## config.mk

```make
export PLATFORM = sky130hd
export DESIGN_NAME = mem_arbiter
export DESIGN_NICKNAME = d
export VERILOG_FILES = /design/src/rtl/mem_pkg.sv /design/src/rtl/rr_arb2.sv /design/src/rtl/mem_arbiter.sv
export SDC_FILE = /design/constraint.sdc
export NUM_CORES = 1
export LEC_CHECK = 0
export BUFFER_PORTS_ARGS = -buffer_cell sky130_fd_sc_hd__clkbuf_2
export CORE_AREA = 2 2 82 84
export DETAILED_ROUTE_END_ITERATION = 8
export DIE_AREA = 0 0 84 86
export GPL_TIMING_DRIVEN = 0
export HOLD_SLACK_MARGIN = 0.1
export PLACE_DENSITY_LB_ADDON = 0.08
export SLEW_MARGIN = 20
export SYNTH_ARGS = -nofsm -noshare
export SYNTH_HDL_FRONTEND = slang
export SYNTH_HIERARCHICAL = 1
export SYNTH_SLANG_ARGS = --single-unit
```

## constraint.sdc

```tcl
create_clock -name clk -period 2.05 [get_ports clk]
set_input_delay 0.41 -clock clk [delete_from_list [all_inputs] [get_ports clk]]
set_output_delay 0.41 -clock clk [all_outputs]
set_load 0.01 [all_outputs]
```

## src/rtl/mem_pkg.sv

```systemverilog
// mem_pkg: shared definitions for the core memory subsystem.
// Holds the requester ids used by the arbiter, the response-owner
// encoding, and the memory geometry shared with the core and the
// memory array.
package mem_pkg;

  localparam int MEM_ADDR_W = 10;
  localparam int WORD_W     = 32;

  // Requester ids; also used as bit positions in the arbiter's req/gnt vectors.
  localparam logic FETCH = 1'b0;
  localparam logic DATA  = 1'b1;

  typedef enum logic [1:0] {
    IDLE    = 2'd0,
    RESP_IF = 2'd1,
    RESP_D  = 2'd2
  } resp_state_e;

endpackage

```

## src/rtl/rr_arb2.sv

```systemverilog
// rr_arb2: two-requester round-robin picker, purely combinational.
// Ports:
//   req[1:0]  in   request vector, bit FETCH / bit DATA
//   last      in   id of the most recently granted requester
//   gnt[1:0]  out  one-hot grant, or zero when nothing is requested
module rr_arb2
  import mem_pkg::*;
(
  input  logic [1:0] req,
  input  logic       last,
  output logic [1:0] gnt
);

  always_comb begin
    gnt = 2'b00;
    case (req)
      2'b01:   gnt = 2'b01;
      2'b10:   gnt = 2'b10;
      // On a conflict the requester that did not win last time goes first.
      2'b11:   gnt = (last == DATA) ? 2'b01 : 2'b10;
      default: gnt = 2'b00;
    endcase
  end

endmodule

```

## src/rtl/mem_arbiter.sv

```systemverilog
// mem_arbiter: shares the single-port word-addressed memory between the
// instruction fetch port (if_*) and the load/store port (d_*).
// Grants are combinational (round-robin on conflict); read data returns one
// cycle after the grant and is routed to the requester that owned the access.
//
// state   | meaning
// --------+--------------------------------------------------------------
// IDLE    | no access issued last cycle, no response this cycle
// RESP_IF | fetch access issued last cycle, mem_rdata belongs to fetch
// RESP_D  | data access issued last cycle, load data or store ack for d_*
//
// Ports:
//   clk, rst                          clock, async active-high reset
//   if_req/if_addr -> if_gnt          fetch request and same-cycle grant
//   if_rvalid/if_rdata                fetch response (one cycle after grant)
//   d_req/d_we/d_be/d_addr/d_wdata    data request payload
//   d_gnt, d_rvalid/d_rdata           data grant and response (0 data on store ack)
//   mem_en/we/be/addr/wdata           memory port drive for the granted access
//   mem_rdata                         memory read data, one cycle after mem_en
module mem_arbiter
  import mem_pkg::*;
#(
  parameter int ADDR_W = MEM_ADDR_W,
  parameter int DATA_W = WORD_W
) (
  input  logic                  clk,
  input  logic                  rst,
  input  logic                  if_req,
  input  logic [ADDR_W-1:0]     if_addr,
  output logic                  if_gnt,
  output logic                  if_rvalid,
  output logic [DATA_W-1:0]     if_rdata,
  input  logic                  d_req,
  input  logic                  d_we,
  input  logic [DATA_W/8-1:0]   d_be,
  input  logic [ADDR_W-1:0]     d_addr,
  input  logic [DATA_W-1:0]     d_wdata,
  output logic                  d_gnt,
  output logic                  d_rvalid,
  output logic [DATA_W-1:0]     d_rdata,
  output logic                  mem_en,
  output logic                  mem_we,
  output logic [DATA_W/8-1:0]   mem_be,
  output logic [ADDR_W-1:0]     mem_addr,
  output logic [DATA_W-1:0]     mem_wdata,
  input  logic [DATA_W-1:0]     mem_rdata
);

  logic [1:0]  gnt;
  logic        last_gnt_q, last_gnt_d;
  resp_state_e resp_state_q, resp_state_d;
  logic        d_store_q, d_store_d;

  // Responses are always delivered in the cycle after the grant, so a
  // requester is never pending when it asks again; every request is eligible.
  rr_arb2 u_arb (
    .req  ({d_req, if_req}),
    .last (last_gnt_q),
    .gnt  (gnt)
  );

  assign if_gnt = gnt[FETCH];
  assign d_gnt  = gnt[DATA];

  always_comb begin
    mem_en    = 1'b0;
    mem_we    = 1'b0;
    mem_be    = '0;
    mem_addr  = '0;
    mem_wdata = '0;
    if (d_gnt) begin
      mem_en    = 1'b1;
      mem_we    = d_we;
      mem_be    = d_we ? d_be : '0;
      mem_addr  = d_addr;
      mem_wdata = d_wdata;
    end else if (if_gnt) begin
      mem_en    = 1'b1;
      mem_addr  = if_addr;
    end
  end

  always_comb begin
    last_gnt_d   = last_gnt_q;
    resp_state_d = IDLE;
    d_store_d    = d_store_q;
    if (if_gnt) begin
      last_gnt_d   = FETCH;
      resp_state_d = RESP_IF;
    end else if (d_gnt) begin
      last_gnt_d   = DATA;
      resp_state_d = RESP_D;
      d_store_d    = d_we;
    end
  end

  always_ff @(posedge clk or posedge rst) begin
    if (rst) begin
      last_gnt_q   <= FETCH;
      resp_state_q <= IDLE;
      d_store_q    <= 1'b0;
    end else begin
      last_gnt_q   <= last_gnt_d;
      resp_state_q <= resp_state_d;
      d_store_q    <= d_store_d;
    end
  end

  // rvalids decode straight from the state flop, so they drop the moment
  // reset is asserted.
  assign if_rvalid = (resp_state_q == RESP_IF);
  assign d_rvalid  = (resp_state_q == RESP_D);
  assign if_rdata  = if_rvalid ? mem_rdata : '0;
  assign d_rdata   = (d_rvalid && !d_store_q) ? mem_rdata : '0;

endmodule
```

Yosys cells after proc, flatten, opt, wreduce, memory -nomap -nowiden
Index checks and enable logic that the tools add are counted.
Storage, ports and cells
  bits in registers: 4
  bits of input ports: 93
  output and inout bits: 116
  logic and storage cells: 29
Cells by class
  equality and inequality tests: 5
  mux-type cells: 16
  bitwise operators: 1
  reductions and logical operators: 4
Operator list (count)
  2-to-1 mux 32 bit: 3
  2-to-1 mux 10 bit: 2
  2-to-1 mux 4 bit: 2
  equality test 2 bit, second input constant: 3
  2-to-1 mux 2 bit: 3
  one-hot mux 2 bit (3 select lines): 1
  2-to-1 mux 1 bit: 5
  equality test 2 x 1 -> 1 bit, second input constant: 2
  AND reduction 2 bit: 1
  nonzero test 2 bit: 1
  logical AND 1 bit: 1
  zero test 1 bit: 1
  inverter 1 bit: 1

Logic depth before layout (Yosys ltp)
  depth after elaboration: 4
  gate-level depth with buffers: 5
  gate-level depth less buffers: 4

Modules after synthesis
Netlist, hierarchy kept.
By module, submodules not included
  mem_arbiter: times used 1, cells each 137, area an instance 957.2 um^2, seq. area each 100.1 um^2
  rr_arb2: times used 1, cells each 3, area an instance 18.8 um^2, seq. area each 0.0 um^2

Least setup slack after synthesis
No wires, ideal clock.
  kind: in2out
  start point: input port d_req
  end point: output port mem_wdata[10]
  data arrival time: 1585 ps
  required time: 1640 ps
  setup slack: 55 ps
  stages: 4
  path buffers: 2
  path through: a21boi_0 buf_4 clkbuf_2 and2_1
Between the ends
  cells in the longest elaborated chain, start to end: 3
  elaborated cells between the ends (all ways): 5
  those cells by class: eq/ne: 3; mux: 2
RTL lines
  start: declaration: RTL line mem_arbiter.sv:33  | input logic d_req,
  equality test 2 bit or equality test 2 x 1 -> 1 bit (tied branches): RTL line rr_arb2.sv:16  | case (req)
  one-hot mux 2 bit (3 select lines) *: RTL line rr_arb2.sv:16
  2-to-1 mux 32 bit *: RTL line mem_arbiter.sv:71  | if (d_gnt) begin
  end: declaration: RTL line mem_arbiter.sv:45  | output logic [DATA_W-1:0] mem_wdata,
Every way passes the cells marked *; elsewhere a longest branch is shown, timed or not.

Worst setup path after layout
  start point: register last_gnt_q
  end point: output port mem_addr[7]
Between the ends
  cells in the longest elaborated chain, start to end: 4
RTL lines
  start: declaration: RTL line mem_arbiter.sv:50  | logic last_gnt_q, last_gnt_d;
  start signal: assignment: RTL line mem_arbiter.sv:103  | last_gnt_q <= last_gnt_d;
  2-to-1 mux 2 bit *: RTL line rr_arb2.sv:20  | 2'b11: gnt = (last == DATA) ? 2'b01 : 2'b10;
  one-hot mux 2 bit (3 select lines) *: RTL line rr_arb2.sv:16
  2-to-1 mux 10 bit: RTL line mem_arbiter.sv:77  | end else if (if_gnt) begin
  2-to-1 mux 10 bit *: RTL line mem_arbiter.sv:71
  end: declaration: RTL line mem_arbiter.sv:44  | output logic [ADDR_W-1:0] mem_addr,
Marked as above.

==> results_dict.tcl <==
set metrics [dict create \
    clk_path_buf_depth 2 \
    seq_area_frac_synth_pct 10.3 \
    htree_levels 1 \
    setup_tns_ns 0 \
    min_delay_path_depth 2 \
    grtUsageTotal_pct 12.4 \
    avgSynthCellArea_um2 6.97 \
    path_clk_slew_ns 0.03 \
    worstHoldPathType "in2reg" \
    grt_first_pass_wirelength_um 7420 \
    slew_headroom_pct 79.8 \
    worst_skew_pair.late_latency_ns 0.22 \
    yosysTopAreaCellShare_pct 62.2 \
    vias 1719 \
    hold_end "d_store_q" \
    status "complete, no violations" \
    initial_core_util_pct 15.5 \
    portBuffers 208 \
    ys_async_sr_fraction_pct 100 \
    finalCriticalPeriod_ns 1.95 \
    first_pass_iters 4 \
    min_from "d_we" \
    ys.flop_type "dfrtp_1" \
    die_w_um 84 \
    rsz0062_at_grt "no" \
    syn_nets 233 \
    min_period_over_period_pct 95.3 \
    antenna_found_initial 0 \
    synth_most_common_cell "and2_1" \
    start_kind "flip-flop" \
    drc 0 \
    drtIter0Drc 10 \
    die_h_um 86 \
    core_area_um2 6280 \
    synth_common_cells "and2_1 (97), a22o_1 (10), clkbuf_2 (6), and3_1 (4), dfrtp_1 (4)" \
    fill_cells 686 \
    powerDensity_nw_per_um2 353 \
    cp.arrival_ns 1.54 \
    r2r-end "d_store_q" \
    cts_made_buffers 3 \
    grt_overflow 0 \
    slowest_stage "dfrtp_1" \
    syn_to_final_growth_pct 126 \
    antenna_cells 0 \
    io_pins 209 \
    rr_startpoint "last_gnt_q" \
    wl_per_cell_um 11.6 \
    synthesis.area_um2 976 \
    cts.sinks 4 \
    rr_worst_depth 5 \
    crit_chain "inv_1 > a21boi_4 > nor2b_1 > clkbuf_4 > a22o_1 > clkbuf_2" \
    path_max_fanout 10 \
    slew_violations 0 \
    ys.warnings.count 6 \
    antenna_left 0 \
    drt-total-wl_um 5000 \
    yosysUniqueCellTypes 18 \
    grt_pass1_vias 1605 \
    drv_cap 0 \
    drive_gt1_share_pct 64.3 \
    synth_area_leaders "and2_1 (62%), dfrtp_1 (10%), a22o_1 (9.0%)" \
    ys_ff_latch 4 \
    tritoncts "done" \
    critPathKind "reg2out" \
    grt_max_degree 11 \
    clock_skew_ns 0.00139 \
    yosys.area.top_type "and2_1" \
    place_congestion 0.759 \
    cts-root-buf "clkbuf_8" \
    ir_worst_vdd_mv 0.172 \
    fin_hold_ws_ns 0.513 \
    max_freq_mhz 512 \
    worstMarginPinSlew_ns 0.303 \
    finalHoldViolations 0 \
    crit_start "last_gnt_q" \
    slowest_delay_ns 0.40 \
    finish.utilization_pct 35.1 \
    nets 448 \
    crit_path_end_kind "output port" \
    dieArea_um2 7220 \
    setup_violations 0 \
    total_leakage_power_nw 1.42 \
    rrSetupSlack_ns 0.65 \
    viasPerCell 4.00 \
    synth_edf_count 0 \
    syn_inst 140 \
    required_ns 1.64 \
    dpl.hpwl_um 4530 \
    num_rows 29 \
]
cell usage in the layout, fill, tap and decap left out:
master and instances:
inv_1 2, nor2_1 2, buf_4 2, nor3b_4 1, clkbuf_8 3, clkbuf_2 214
and2b_2 1, dlygate4sd3_1 1, buf_6 1, or2_2 1, and2_1 97, a21boi_4 2
dfrtp_1 4, clkbuf_4 1, mux2_2 1, clkbuf_1 3, nor2b_1 2, a22o_1 10
and2b_1 1, and3_1 4
per-stage QoR:
stage | total power [W] | setup WS (ns) | std cells | area [µm²]
after global placement | 0.000606 | -0.211 | 425 | 2110
after CTS | 0.000784 | 0.00358 | 429 | 2170
after floorplan | 0.000346 | 0.0551 | 140 | 976
after detailed placement | 0.000605 | -0.287 | 425 | 2110
final | 0.000777 | 0.0973 | 430 | 2200
after global routing | 0.000845 | 0.000125 | 430 | 2200
repair_timing:
action,4_1_cts,5_1_grt
gates resized for setup,3,4
setup buffers,0,1
setup endpoints to repair,48,36
pin swaps,0,2
hold buffers,1,0
hold endpoints to repair,4,0
registers in the layout, summed over array words and instances, names as in the netlist:
signal        count
resp_state_q      2
d_store_q         1
last_gnt_q        1
final cells by class:
class	count	area (µm²)	area share, %
timing repair buffer	210	1060	48.1
multi-input combinational	122	830	37.7
inverter	2	7.51	0.341
sequential	4	100	4.55
buffer	12	67.6	3.07
clock buffer	3	41.3	1.88
tap	77	96.3	4.38
metal layers:
metal / part of all wire (%) / global-route usage, % / wire length [µm] / vias to the layer above
met5: 0 / 0 / 0 / -
met4: 1.2 / 3.08 / 59 / 0
met3: 12 / 3.75 / 607 / 6
met2: 53 / 25.7 / 2670 / 127
met1: 33 / 11.8 / 1660 / 721
li1: - / - / - / 865
worst max-delay path by stage:
| stage | end | slack (ns) | cells past startpoint |
|---|---|---|---|
| 6_report | mem_addr[7] | 0.1 | 6 |
| 4_1_cts | mem_wdata[12] | 0.004 | 5 |
| 5_1_grt | mem_addr[0] | 0.0001 | 6 |
| 2_1_floorplan | mem_wdata[10] | 0.06 | 4 |
| 3_3_place_gp | mem_wdata[15] | -0.21 | 6 |
| 3_5_place_dp | mem_wdata[12] | -0.29 | 6 |
cell families after synthesis:
logic type	count (synthesis)	synth area share (%)
buf+inv	14	7.05
simple gates	109	71.0
compound gates	12	10.5
mux	1	1.15
flops	4	10.3
power breakdown:
part / internal, W / switching [W]
combinational: 0.000258 / 0.000250
sequential: 0.0000902 / 0.0000121
clock: 0.000125 / 0.0000416
total: 0.000473 / 0.000303
critical path, delay by kind of cell, from the launching register on:
kind | cells | cell delay [ns]
flops | 1 | 0.40
buf+inv | 3 | 0.43
simple gates | 1 | 0.15
compound gates | 2 | 0.34
No activity file was read; power rests on OpenSTA's default activity.
